==> src/rtl/param_bic_if.sv <==
// param_bic_if: control/status bundle for the parametrised binary counter.
//   master : drives en, clr, load, load_val, up_dn; observes count, tc, ovf
//   slave  : the counter side (inputs and outputs mirrored)
// WIDTH must match the WIDTH of the param_bic instance it connects to.
interface param_bic_if #(
  parameter int WIDTH = 4
);
  logic             en;
  logic             clr;
  logic             load;
  logic [WIDTH-1:0] load_val;
  logic             up_dn;
  logic [WIDTH-1:0] count;
  logic             tc;
  logic             ovf;

  modport master (
    output en, clr, load, load_val, up_dn,
    input  count, tc, ovf
  );

  modport slave (
    input  en, clr, load, load_val, up_dn,
    output count, tc, ovf
  );
endinterface

==> src/rtl/param_bic.sv <==
// param_bic: parametrised up/down binary counter with prescaler.
//   clk          system clock, rising-edge
//   rst          asynchronous active-low reset
//   bus (slave)  en       count enable (low holds count and prescaler)
//                clr      synchronous clear of count, prescaler, ovf
//                load     synchronous load of min(load_val, MAX_COUNT)
//                load_val value to load
//                up_dn    1 = up, 0 = down
//                count    registered count
//                tc       registered one-cycle boundary pulse
//                ovf      registered sticky boundary flag
// Parameters: WIDTH, MAX_COUNT (1..2^WIDTH-1), SATURATE (0 wrap / 1 hold),
//             PRESCALE (enabled cycles per step, >= 1).
module param_bic #(
  parameter int WIDTH     = 4,
  parameter int MAX_COUNT = 15,
  parameter int SATURATE  = 0,
  parameter int PRESCALE  = 1
) (
  input  logic  clk,
  input  logic  rst,
  param_bic_if.slave bus
);

  // Prescaler needs at least one bit even when PRESCALE=1 (it then stays 0).
  localparam int PW = (PRESCALE > 1) ? $clog2(PRESCALE) : 1;
  localparam logic [WIDTH-1:0] MAXV    = WIDTH'(MAX_COUNT);
  localparam logic [PW-1:0]    PS_LAST = PW'(PRESCALE - 1);

  logic [WIDTH-1:0] cnt_q, cnt_d;
  logic [PW-1:0]    ps_q, ps_d;
  logic             tc_q, tc_d;
  logic             ovf_q, ovf_d;
  logic             step;

  always_comb begin
    cnt_d = cnt_q;
    ps_d  = ps_q;
    ovf_d = ovf_q;
    tc_d  = 1'b0;
    step  = 1'b0;

    if (bus.clr) begin
      cnt_d = '0;
      ps_d  = '0;
      ovf_d = 1'b0;
    end else if (bus.load) begin
      cnt_d = (bus.load_val > MAXV) ? MAXV : bus.load_val;
      ps_d  = '0;
    end else if (bus.en) begin
      if (ps_q == PS_LAST) begin
        ps_d = '0;
        step = 1'b1;
      end else begin
        ps_d = ps_q + PW'(1);
      end
    end

    if (step) begin
      if (bus.up_dn) begin
        if (cnt_q == MAXV) begin
          cnt_d = (SATURATE != 0) ? MAXV : '0;
          tc_d  = 1'b1;
          ovf_d = 1'b1;
        end else begin
          cnt_d = cnt_q + WIDTH'(1);
        end
      end else begin
        if (cnt_q == '0) begin
          // Saturating mode re-reports the boundary on every attempted step.
          cnt_d = (SATURATE != 0) ? '0 : MAXV;
          tc_d  = 1'b1;
          ovf_d = 1'b1;
        end else begin
          cnt_d = cnt_q - WIDTH'(1);
        end
      end
    end
  end

  always_ff @(posedge clk or negedge rst) begin
    if (!rst) begin
      cnt_q <= '0;
      ps_q  <= '0;
      tc_q  <= 1'b0;
      ovf_q <= 1'b0;
    end else begin
      cnt_q <= cnt_d;
      ps_q  <= ps_d;
      tc_q  <= tc_d;
      ovf_q <= ovf_d;
    end
  end

  assign bus.count = cnt_q;
  assign bus.tc    = tc_q;
  assign bus.ovf   = ovf_q;

endmodule
==> src/flat_wrapper.sv <==
// flat-port wrapper written by rule: the top's interface ports become plain ports
module param_bic_flat 
#(
  parameter int WIDTH     = 4,
  parameter int MAX_COUNT = 15,
  parameter int SATURATE  = 0,
  parameter int PRESCALE  = 1
)
  (clk, rst, bus_en, bus_clr, bus_load, bus_load_val, bus_up_dn, bus_count, bus_tc, bus_ovf);
  param_bic_if #(.WIDTH(WIDTH)) bus_i ();
  input  logic clk;
  input  logic rst;
  input wire logic [$bits(bus_i.en)-1:0] bus_en;
  input wire logic [$bits(bus_i.clr)-1:0] bus_clr;
  input wire logic [$bits(bus_i.load)-1:0] bus_load;
  input wire logic [$bits(bus_i.load_val)-1:0] bus_load_val;
  input wire logic [$bits(bus_i.up_dn)-1:0] bus_up_dn;
  output wire logic [$bits(bus_i.count)-1:0] bus_count;
  output wire logic [$bits(bus_i.tc)-1:0] bus_tc;
  output wire logic [$bits(bus_i.ovf)-1:0] bus_ovf;
  assign bus_i.en = bus_en;
  assign bus_i.clr = bus_clr;
  assign bus_i.load = bus_load;
  assign bus_i.load_val = bus_load_val;
  assign bus_i.up_dn = bus_up_dn;
  assign bus_count = bus_i.count;
  assign bus_tc = bus_i.tc;
  assign bus_ovf = bus_i.ovf;
  param_bic #(.WIDTH(WIDTH), .MAX_COUNT(MAX_COUNT), .SATURATE(SATURATE), .PRESCALE(PRESCALE)) u_core (.clk(clk), .rst(rst), .bus(bus_i));
endmodule
==> config.mk <==
export PLATFORM = sky130hd
export DESIGN_NAME = param_bic_flat
export DESIGN_NICKNAME = d
export VERILOG_FILES = /design/src/rtl/param_bic_if.sv /design/src/rtl/param_bic.sv /design/src/flat_wrapper.sv
export SDC_FILE = /design/constraint.sdc
export NUM_CORES = 1
export LEC_CHECK = 0
export ABC_AREA = 0
export BUFFER_PORTS_ARGS = -buffer_cell sky130_fd_sc_hd__buf_2
export CORE_UTILIZATION = 30
export DETAILED_ROUTE_END_ITERATION = 16
export GPL_ROUTABILITY_DRIVEN = 0
export PLACE_DENSITY_LB_ADDON = 0.05
export SLEW_MARGIN = 25
export SYNTH_ARGS = -nofsm -noshare
export SYNTH_HDL_FRONTEND = slang
export SYNTH_SLANG_ARGS = --single-unit
==> constraint.sdc <==
create_clock -name clk -period 1.3 [get_ports clk]
set_input_delay 0.195 -clock clk [delete_from_list [all_inputs] [get_ports clk]]
set_output_delay 0.195 -clock clk [all_outputs]
set_load 0.02 [all_outputs]
# --- Yosys cells after proc, flatten, opt, wreduce, memory -nomap -nowiden ---
# Cells that the tools add are included.
word_totals:
  reg_bits: 7
  latchBits: 0
  ram_bits: 0
  rom_bits: 0
  input_bits: 10
  out_inout_bits: 6
  wordCells: 36
  mem_count: 0
classes:
  n_addsub: 3
  multipliers: 0
  n_div: 0
  n_lt_le_gt_ge: 1
  eq_ne: 1
  n_shift: 0
  n_mux: 24
  bitwise_logic: 0
  n_reduce_logical: 3
ops:
  columns: ["operator", "count"]
  rows:
  - ["4-bit two-way mux", 7]
  - ["1-bit two-way mux", 17]
  - ["3-bit nonzero test", 2]
  - ["4-bit by 1-bit adder with 4-bit output, second input constant", 1]
  - ["4-bit equality test, second input constant", 1]
  - ["4-bit > comparator, second input constant", 1]
  - ["4-bit zero test", 1]
  - ["4-bit by 1-bit subtractor with 4-bit output, second input constant", 1]
  - ["1-bit adder, second input constant", 1]

# --- Depth between registers and ports, before layout ---
logic_depth:
  depth_word: 5
  depth_mapped: 6

# --- Least setup slack after synthesis ---
# No wires, ideal clock.
synth_path:
  kind: "flip-flop to flip-flop"
  from: "reg u_core.cnt_q[0], in the netlist u_core.bus.count[0]"
  to: "reg u_core.cnt_q[3], in the netlist u_core.bus.count[3]"
  setup_time_ps: 129
  t_arrival_ps: 1367
  slack_ps: -196
  stages_incl_launch_ff: 6
  synth_period_minus_slack_ps: 1496
  path_cell_list: "dfrtp_1 -> inv_1 -> ha_1 -> o21bai_1 -> a221oi_2 -> o32ai_1"
synth_via:
  elab_chain_cells: 4
  word_cells_on_any_way: 8
synth_lines:
  columns: ["element", "line_no", "source"]
  rows:
  - ["from (decl)", "param_bic.sv:30", "logic [WIDTH-1:0] cnt_q, cnt_d;"]
  - ["from (signal assigned)", "param_bic.sv:88", "cnt_q <= cnt_d;"]
  - ["4-bit by 1-bit subtractor with 4-bit output (tied with other cells)", "param_bic.sv:75", "cnt_d = cnt_q - WIDTH'(1);"]
  - ["4-bit two-way mux (on tied branches)", "param_bic.sv:69, param_bic.sv:61", null]
  - ["4-bit two-way mux *", "param_bic.sv:60", "if (bus.up_dn) begin"]
  - ["4-bit two-way mux *", "param_bic.sv:59", "if (step) begin"]
# Mark *: on every way between the ends. The rest lies on a longest branch, timed or not.
# A chain may end at the register's enable or synchronous reset.

# --- Final worst setup path ---
# Ends and elaborated chain as after synthesis.

==> flow_metrics.tcl <==
set metrics [dict create \
    criticalPathCategory "reg -> reg" \
    htreeDepth 1 \
    p_clk_frac 0.301 \
    ios 16 \
    port_buffers 15 \
    arrival_ns 1.41 \
    rows 13 \
    synthToLayoutAreaGrowth_pct 50.3 \
    worst_pin_slew_ns 0.233 \
    grt_start_max_net_pins 10 \
    grt_overflow_total 0 \
    status "finished clean" \
    drtPass1Iterations 4 \
    p_int_mw 0.423 \
    slew_violations 0 \
    worst_slack_ns 0.00706 \
    r2r_setup_slack_ns 0.007 \
    synth_ff_type "dfrtp_1" \
    synth-simple-area-share 0.211 \
    required_ns 1.41 \
    via_count 458 \
    cts_root_buf "clkbuf_4" \
    r2r_start "u_core.bus.count[0]$_DFFE_PN0P_" \
    ys_warn_count 0 \
    clkLatencyLatePin_ns 0.24 \
    synth_mux_area_frac 0.0229 \
    num_antenna_cells 0 \
    finalNetCount 91 \
    grt_pass1_vias 424 \
    r2r_cells 5 \
    slew_headroom 0.844 \
    holdPathEnd "u_core.bus.count[3]$_DFFE_PN0P_" \
    fmax_ghz 0.773 \
    ys_seq_area_frac 0.343 \
    syn-cell-area_um2 438 \
    rsz0062_at_grt "true" \
    yosysTopAreaCell "dfrtp_1" \
    fill_cells 138 \
    p_per_area_mw_per_mm2 929 \
    fin_crit_ns 1.29 \
    cts.sinks 6 \
    die_h_um 40.2 \
    postSynthNetCount 64 \
    drive_above_1_share 0.513 \
    cts_tree "done" \
    fin_worst_skew_ns 0.00559 \
    hold_path_startpoint "bus_clr" \
    drtIter0Drc 4 \
    p_leak_nw 0.338 \
    core_mm2 0.00133 \
    synth_top_family_by_area "compound AO/OA/AOI/OAI gates" \
    synthAdderAreaFrac 0.0571 \
    min_delay_path_depth 2 \
    async_reset_ff_frac 1.00 \
    ys_top_cells_by_area "dfrtp_1, a21oi_1, ha_1" \
    synthCells 52 \
    cts.path.max_buffers 2 \
    wirelength_um 1120 \
    synth_compound_area_frac 0.254 \
    syn_area_per_cell_um2 8.42 \
    wl_per_cell_um 12.1 \
    comb_power_share 0.347 \
    seq_power_share 0.352 \
    antenna_found_initial 0 \
    power_switching_mw 0.188 \
    netlist-cell-type-count 25 \
    whs_ns 0.221 \
    switching_share 0.308 \
    timing.rr.end "u_core.bus.count[3]$_DFFE_PN0P_" \
    cp-end-kind "register" \
    path_clk_slew_ns 0.05 \
    ant_nets 0 \
    die_area_mm2 0.00162 \
    grt_util_all_layers 0.166 \
    synth_common_cells "dfrtp_1, nand2_1, a21oi_1" \
    synth_xor_area_frac 0.0400 \
    start_util 0.328 \
    dp_hpwl_um 886 \
    post-route-period-util 0.995 \
    finalHoldViolCount 0 \
    maxCapViolCount 0 \
    postCtsSetupBuffers 0 \
    ys_ff_latch 6 \
    cp-start-kind "register" \
    crit_fanout 5 \
    vias_per_cell 4.92 \
    hp-class "in -> reg" \
    synth_edf_count 0 \
    drc_errors 0 \
    die_w_um 40.2 \
    cts_buffers 3 \
    peakVddDrop_mv 0.766 \
    grt_pass1_wl_um 1770 \
    setup_viol 0 \
    synth_top_area_frac 0.343 \
    place_ws_ns -0.0838 \
]
[layer usage]
layer  GRT usage  routed length (µm)  part of all wire  vias up
met5           0                   0                 0        -
met4      0.0250                   0                 0        0
met3      0.0667                  48             0.043        0
met2       0.274                 528              0.47       12
met1       0.207                 547              0.49      209
li1            -                   -                 -      237
[power by group through the flow]
stage / Sequential, mW / Clock [mW] / Combinational [mW]
4_1_cts: 0.216 / 0.194 / 0.203
6_report: 0.216 / 0.184 / 0.212
3_5_place_dp: 0.219 / 0 / 0.197
5_1_grt: 0.219 / 0.205 / 0.231
3_3_place_gp: 0.219 / 0 / 0.198
2_1_floorplan: 0.237 / 0 / 0.0980
[placed cells by master, fill, tap and decap left out, types with 3 or more instances in the layout]
cell type	synthesis	layout
dfrtp_1	6	3
buf_4	0	8
buf_2	1	15
nor2_1	4	4
a21oi_1	5	4
dfrtp_2	0	3
clkbuf_4	0	3
nand2_1	6	6
[cell families after synthesis]
group,Yosys count
buffers and inverters,6
adders and majority gates,2
AOI/OAI and AO/OA,16
xor gates and xnor gates,2
muxes,1
and+or+nand+nor,19
DFF,6
[state kept, by name, indices dropped and copies added, names as in the netlist]
name	flops
u_core.bus.tc	1
u_core.bus.count	4
u_core.bus.ovf	1
[worst max path at each step]
stage	startpoint	to	slack, ns	depth (start not counted)
final	u_core.bus.count[0]$_DFFE_PN0P_	u_core.bus.count[3]$_DFFE_PN0P_	0.007	5
after global routing	u_core.bus.count[0]$_DFFE_PN0P_	u_core.bus.count[3]$_DFFE_PN0P_	-0.05	5
after CTS	u_core.bus.count[0]$_DFFE_PN0P_	u_core.bus.count[0]$_DFFE_PN0P_	-0.01	5
after detailed placement	u_core.bus.count[0]$_DFFE_PN0P_	u_core.bus.count[0]$_DFFE_PN0P_	-0.08	5
after global placement	u_core.bus.count[0]$_DFFE_PN0P_	u_core.bus.count[0]$_DFFE_PN0P_	-0.09	5
after floorplan	u_core.bus.count[2]$_DFFE_PN0P_	u_core.bus.count[3]$_DFFE_PN0P_	-0.07	4
[final cells by class]
cell class	count	area, µm²	share of cell area
Multi-Input combinational cell	40	299	0.454
Sequential cell	6	154	0.234
Timing Repair Buffer	24	145	0.221
Clock buffer	4	26.3	0.0399
Tap cell	15	18.8	0.0285
Inverter	4	15.0	0.0228
[critical path, cell delays in order (launching register included)]
cell,delay (ns)
dfrtp_2,0.40
inv_2,0.06
ha_4,0.16
o21bai_1,0.16
a221oi_2,0.26
o32ai_1,0.12
[per-stage QoR]
step	instances	setup TNS (ns)	instance area, µm²	util	total power [mW]
CTS	93	-0.0249	639	0.479	0.612
finish	93	0	658	0.493	0.612
detailed placement	88	-0.0838	597	0.447	0.415
floorplan	52	-0.0845	459	-	0.335
global placement	88	-0.0972	597	0.447	0.417
global route	93	-0.142	658	0.493	0.655
[timing repair]
item	4_1_cts	5_1_grt
hold buffers	1	0
pin swaps	3	2
endpoints found under the hold margin	6	0
setup endpoints to repair	3	6
resized for setup	1	4
(Power assumes the default switching activity.)
